## src/rtl/rr_arbiter8.sv

```systemverilog
// Eight-requester round-robin arbiter with registered one-hot grant, binary index and valid.
// Optional hold-limit rotation is enabled by defining ARB_HOLD_LIMIT_EN.
module rr_arbiter8 #(
   parameter int unsigned MAX_HOLD = 16
) (
   input  logic       clk,
   input  logic       rst,
   input  logic [7:0] req,
   output logic [7:0] gnt,
   output logic [2:0] gnt_id,
   output logic       gnt_valid
);

   typedef enum logic {IDLE = 1'b0, GRANT = 1'b1} state_t;

   state_t     state_r, state_s;
   logic [2:0] ptr_r, ptr_s;
   logic [2:0] owner_r, owner_s;
   logic [7:0] gnt_r;
   logic [2:0] gnt_id_r;
   logic       gnt_valid_r;
   logic [7:0] others_s;
   logic [3:0] pick_all_s;
   logic [3:0] pick_oth_s;
   logic       force_s;

   if (MAX_HOLD < 2 || MAX_HOLD > 255) begin : g_bad_max_hold
      $error("rr_arbiter8: MAX_HOLD must be in 2..255");
   end

   // First set bit of r scanning start, start+1, ... modulo 8; bit 3 flags a hit.
   function automatic logic [3:0] pick_next(input logic [7:0] r, input logic [2:0] start);
      logic [3:0] res;
      logic [2:0] idx;
      res = 4'd0;
      for (int i = 7; i >= 0; i--) begin
         idx = start + 3'(i);
         res = r[idx] ? {1'b1, idx} : res;
      end
      return res;
   endfunction

`ifdef ARB_HOLD_LIMIT_EN
   localparam logic [7:0] HOLD_LAST = 8'(MAX_HOLD - 1);
   logic [7:0] hold_cnt_r;

   assign force_s = (hold_cnt_r == HOLD_LAST) && pick_oth_s[3];

   // Consecutive-cycle counter for the current holder, saturating at HOLD_LAST.
   always_ff @(posedge clk) begin
      if (rst) begin
         hold_cnt_r <= 8'd0;
      end else if (state_s == IDLE) begin
         hold_cnt_r <= 8'd0;
      end else if (state_r == IDLE || owner_s != owner_r) begin
         hold_cnt_r <= 8'd0;
      end else if (hold_cnt_r != HOLD_LAST) begin
         hold_cnt_r <= hold_cnt_r + 8'd1;
      end else begin
         hold_cnt_r <= hold_cnt_r;
      end
   end
`else
   assign force_s = 1'b0;
`endif

   // Next-state selection: new grant from idle, handoff on release or forced rotation, else hold.
   always_comb begin
      state_s    = state_r;
      ptr_s      = ptr_r;
      owner_s    = owner_r;
      others_s   = req & ~(8'h01 << owner_r);
      pick_all_s = pick_next(req, ptr_r);
      pick_oth_s = pick_next(others_s, ptr_r);
      case (state_r)
         IDLE: begin
            if (pick_all_s[3]) begin
               state_s = GRANT;
               owner_s = pick_all_s[2:0];
               ptr_s   = pick_all_s[2:0] + 3'd1;
            end else begin
               state_s = IDLE;
            end
         end
         GRANT: begin
            if (!req[owner_r] || force_s) begin
               if (pick_oth_s[3]) begin
                  owner_s = pick_oth_s[2:0];
                  ptr_s   = pick_oth_s[2:0] + 3'd1;
               end else begin
                  state_s = IDLE;
               end
            end else begin
               state_s = GRANT;
            end
         end
         default: begin
            state_s = IDLE;
         end
      endcase
   end

   // State, pointer, owner and registered outputs all advance together.
   always_ff @(posedge clk) begin
      if (rst) begin
         state_r     <= IDLE;
         ptr_r       <= 3'd0;
         owner_r     <= 3'd0;
         gnt_r       <= 8'h00;
         gnt_id_r    <= 3'd0;
         gnt_valid_r <= 1'b0;
      end else begin
         state_r     <= state_s;
         ptr_r       <= ptr_s;
         owner_r     <= owner_s;
         gnt_r       <= (state_s == GRANT) ? (8'h01 << owner_s) : 8'h00;
         gnt_id_r    <= (state_s == GRANT) ? owner_s : 3'd0;
         gnt_valid_r <= (state_s == GRANT);
      end
   end

   assign gnt       = gnt_r;
   assign gnt_id    = gnt_id_r;
   assign gnt_valid = gnt_valid_r;

endmodule

```

## config.mk

```make
export PLATFORM = sky130hd
export DESIGN_NAME = rr_arbiter8
export DESIGN_NICKNAME = d
export VERILOG_FILES = /design/src/rtl/rr_arbiter8.sv
export SDC_FILE = /design/constraint.sdc
export NUM_CORES = 1
export LEC_CHECK = 0
export ABC_AREA = 1
export BUFFER_PORTS_ARGS = -buffer_cell sky130_fd_sc_hd__clkbuf_2
export CORE_MARGIN = 3
export CORE_UTILIZATION = 55
export DETAILED_ROUTE_END_ITERATION = 12
export PLACE_DENSITY = 0.75
export SYNTH_ARGS = -nofsm -noshare
export SYNTH_HDL_FRONTEND = slang
export SYNTH_SLANG_ARGS = --single-unit
```

## constraint.sdc

```tcl
create_clock -name clk -period 4.1 [get_ports clk]
set_clock_uncertainty 0.05 [all_clocks]
set_input_delay 0.615 -clock clk [delete_from_list [all_inputs] [get_ports clk]]
set_output_delay 0.615 -clock clk [all_outputs]
set_load 0.05 [all_outputs]
```

After elaboration in Yosys (flattened, before gate mapping)

Cells that the tools add are included.

Add/subtract/negate cells: 9
Order comparisons: 9
Equal/unequal tests: 3
Shifts and indexed selects: 2
Muxes and demuxes: 62
Bitwise operators: 4
Reduce and logical (&&, ||, !) cells: 2

Operator list:

| operator                                              | count |
|---|---|
| two-way mux 4 bit                                     | 16 |
| binary-select mux 1 bit (select 3 bit)                | 17 |
| < comparator 3 x 4 -> 1 bit, second input constant    | 9 |
| two-way mux 1 bit                                     | 20 |
| two-way mux 3 bit                                     | 6 |
| << shifter 1 x 3 -> 8 bit, first input constant       | 2 |
| adder 3 bit, second input constant                    | 4 |
| one-hot mux 3 bit (2 select lines)                    | 2 |
| adder 3 x 1 -> 3 bit, second input constant           | 3 |
| bitwise AND 8 bit                                     | 1 |
| NOT 8 bit                                             | 1 |
| adder 3 x 2 -> 3 bit, second input constant           | 2 |
| inequality test 2 bit, second input constant          | 2 |
| AND reduction 3 bit                                   | 1 |
| inequality test 2 x 1 -> 1 bit, second input constant | 1 |
| NOT 1 bit                                             | 2 |
| one-hot mux 1 bit (2 select lines)                    | 1 |
| OR reduction 2 bit                                    | 1 |

Bits in registers: 18
Input port bits: 10
Output and inout bits: 12
Word-level logic and storage cells: 96

Depth between registers and ports, before layout

Depth after elaboration: 18
Mapped depth: 25
Gate-level depth less buffers: 24

Least setup slack after synthesis

OpenSTA, ideal clock, no wires.

Kind: register to register
Start point: register ptr_r[1]
End point: register ptr_r[1]
Setup time: 124 ps
Data arrival time: 2530 ps
Required time: 3926 ps
Path slack: 1396 ps
Cell stages (with the launch flop): 20
Path buffers: 2
Clock period less this slack: 2704 ps
Cells stage by stage: dfxtp_1 > inv_1 > buf_4 > ha_1 > buf_4 > nand3_1 > nand3_1 > nand2_2 > inv_2 > nand2_1 > nand2_1 > a21oi_1 > nor2_1 > o21ai_2 > nand2_1 > nand2_1 > nand2_1 > ha_1 > o21ai_1 > a21oi_1

Word-level cells in the longest chain between the ends: 15
Elaborated cells on any way between the ends: 64
Classes of those cells: add/sub: 9; eq/ne: 2; mux: 52; reduce/logical: 1

Ends and longest elaborated chain:

| what                                    | line | text |
|---|---|---|
| start: declaration                      | 17   | `logic [2:0] ptr_r, ptr_s;` |
| start signal: assignment                | 114  | `ptr_r <= ptr_s;` |
| adder 3 bit                             | 37   | `idx = start + 3'(i);` |
| binary-select mux 1 bit (select 3 bit)  | 38   | `res = r[idx] ? {1'b1, idx} : res;` |
| two-way mux 1 bit (not written as such) | 38   |  |
| two-way mux 4 bit (8 in a row)          | 38   |  |
| adder 3 x 1 -> 3 bit                    | 89   | `ptr_s = pick_oth_s[2:0] + 3'd1;` |
| two-way mux 3 bit                       | 87   | `if (pick_oth_s[3]) begin` |
| two-way mux 3 bit                       | 86   | `if (!req[owner_r] \|\| force_s) begin` |
| one-hot mux 3 bit (2 select lines) *    | 75   | `case (state_r)` |
| net ptr_s[1]                            | 17   |  |

Mark *: on every way through the listed nets, which the timed path passes. The rest lies on a longest branch. The select of a mux whose other input is x is not followed.
A chain may end at the register's enable or synchronous reset.

Worst setup path in the final report

Ends and elaborated chain as after synthesis.

==> impl_metrics.json <==
{
  "cts_max_path_buffers": 2,
  "crit_type": "reg -> reg",
  "coreArea_mm2": 0.00352,
  "nNetsFinal": 404,
  "cp_num_buf_inv": 4,
  "seq_area_frac_synth": 0.170,
  "syn_area_mm2": 0.00211,
  "critical_path.max_fanout": 16,
  "dr.pass1.iters": 7,
  "drtAntennaViolNets": 0,
  "drt-total-wl_um": 6190,
  "synth_top_area_frac": 0.208,
  "tritoncts": "built",
  "htreeDepth": 1,
  "drv_cap": 0,
  "postCtsSetupBuffers": 0,
  "worst_hold_slack_ns": 0.575,
  "path_clk_slew_ns": 0.06,
  "hold_path.class": "in -> reg",
  "setup_viol": 0,
  "crit_path_frequent_cell": "nand2_1",
  "gr-usage-all-layers": 0.300,
  "clock.fmax_ghz": 0.279,
  "post-route-drc-count": 0,
  "io_buffer_count": 21,
  "ctsResizeCount": 0,
  "multi_input_area_mm2": 0.00148,
  "drv_slew": 0,
  "cts_hold_buf": 0,
  "rsz0062_at_grt": "false",
  "tightestPinTransition_ns": 0.513,
  "yosysWarnings": 0,
  "grt_overflow": 0,
  "synth_seq_cells": 18,
  "ioPinCount": 22,
  "crit_family": "adder cells",
  "grt_pass1_vias": 2259,
  "fp.dieH_um": 68.0,
  "crit_chain": "buf_4 > inv_1 > ha_1 > inv_2 > nand3_1 > nand3_2 > nand2_2 > inv_2 > nand2_1 > nand2_1 > a21oi_1 > nor2_1 > o21ai_2 > nand2_1 > nand2_1 > nand2_1 > ha_1 > o21ai_1 > a21oi_1",
  "cts.sinks": 18,
  "outcome": "finished clean",
  "start_util": 0.601,
  "synth_area_leaders": "nand2_1 (21%), nand3_1 (18%), dfxtp_1 (17%), inv_1 (6.0%), nor2_1 (4.8%)",
  "fillCellCount": 363,
  "die_area_mm2": 0.00462,
  "syn_area_per_cell_um2": 5.68,
  "worst_setup_path_end_kind": "register",
  "insertion_delay_ns": 0.25,
  "hold_viol": 0,
  "place_congestion": 0.944,
  "grt_max_degree": 21,
  "critPathSlowestCell": "ha_1",
  "synth_cell_types": 28,
  "slowest_delay_ns": 0.71,
  "avgViaCountPerCell": 5.65,
  "antenna_found_initial": 0,
  "cp.required_ns": 4.17,
  "max_slew_margin": 0.658,
  "fin_setup_tns_ns": 0,
  "synth_nets": 385,
  "syn2layout_area_growth_pct": 6.21,
  "vias": 2458,
  "diodes": 0,
  "fp.dieW_um": 68.0,
  "fin_crit_ns": 3.58,
  "wl_per_cell_um": 14.2,
  "cts_root_buf": "clkbuf_8",
  "drive_gt1_frac": 0.201,
  "dp.final_hpwl_um": 5010,
  "startpoint_type": "register",
  "grt_pass1_wl_um": 10500,
  "cp.arrival_ns": 3.65,
  "yosysTopAreaCell": "nand2_1",
  "regArea_um2": 360,
  "finalCoreUtilization": 0.638,
  "cts_buffers": 3,
  "fp-row-count": 21,
  "synth_cells": 372,
  "drt_iter0_drc": 244,
  "post-route-period-util": 0.873
}
## stage by stage
stage	cell area, um2	setup WS, ns	cells
after CTS	2250	0.633	435
final	2250	0.522	435
after global routing	2250	0.278	435
after global placement	2200	0.748	432
after floorplan	2110	1.40	372
after detailed placement	2200	0.689	432
## registers in the layout (all words and copies together), names as in the netlist
| register | flops |
|---|---|
| gnt | 8 |
| state_r | 1 |
| ptr_r | 3 |
| owner_r | 3 |
| gnt_id | 3 |
## synth_stat cells, drive strengths merged
library cell / n
a21oi: 25
nor4: 1
buf: 9
nand3: 85
o21ai: 8
a31oi: 6
o221ai: 1
nor3: 3
dfxtp: 18
nand4: 2
nor2: 30
xnor2: 2
inv: 51
nand2: 128
ha: 3
## area by class of cell
class                   count  share of cell area
clock buffers               3              0.0184
well taps                  46              0.0256
inverters                  51              0.0852
multi-input cells         294               0.657
repair buffers             23              0.0535
flip-flops and latches     18               0.160
## routing by layer
metal / track usage / part of all wire
met1: 0.397 / 0.44
met2: 0.503 / 0.45
met3: 0.0443 / 0.082
met4: 0.0868 / 0.023
met5: 0 / 0
## cells in the final DEF (no fill, tap or decap), types with 2 or more instances in the layout
cell / instances
nand2_2: 11
ha_1: 3
inv_1: 34
nand2_1: 117
inv_2: 17
nand3_2: 7
o21ai_2: 3
clkbuf_2: 21
a31oi_1: 6
nor3_1: 2
nor2_2: 2
a21oi_2: 7
nand3_1: 78
o21ai_0: 2
nor2_1: 27
a21oi_1: 18
o21ai_1: 3
buf_4: 2
clkbuf_8: 3
dfxtp_1: 18
## logic make-up after synthesis
family / after synthesis / share of synthesized area
fa+ha+maj: 3 / 0.0178
flops: 18 / 0.170
compound gates: 40 / 0.118
xor+xnor: 2 / 0.0207
simple gates: 249 / 0.541
buf+inv: 60 / 0.132
## final timing paths
| path | from | end | slack [ns] | depth (start not counted) |
|---|---|---|---|---|
| worst max-delay path | ptr_r[1] | ptr_r[1] | 0.52 | 19 |
| worst min-delay path | rst | owner_r[1] | 0.58 | 2 |
| worst max register to register | ptr_r[1] | ptr_r[1] | 0.52 | 19 |
| worst min register to register | state_r | ptr_r[0] | 0.76 | 5 |
## worst register-to-register path, cell delays in order (launching register included)
cell	delay (ns)
dfxtp_1	0.31
buf_4	0.19
inv_1	0.27
ha_1	0.71
inv_2	0.21
nand3_1	0.19
nand3_2	0.11
nand2_2	0.13
inv_2	0.05
nand2_1	0.05
nand2_1	0.05
a21oi_1	0.12
nor2_1	0.06
o21ai_2	0.16
nand2_1	0.07
nand2_1	0.05
nand2_1	0.08
ha_1	0.33
o21ai_1	0.19
a21oi_1	0.05
Power is left out: the tool's default activity adds up to more than one toggle a clock period on the data nets, which glitch-free logic cannot reach.
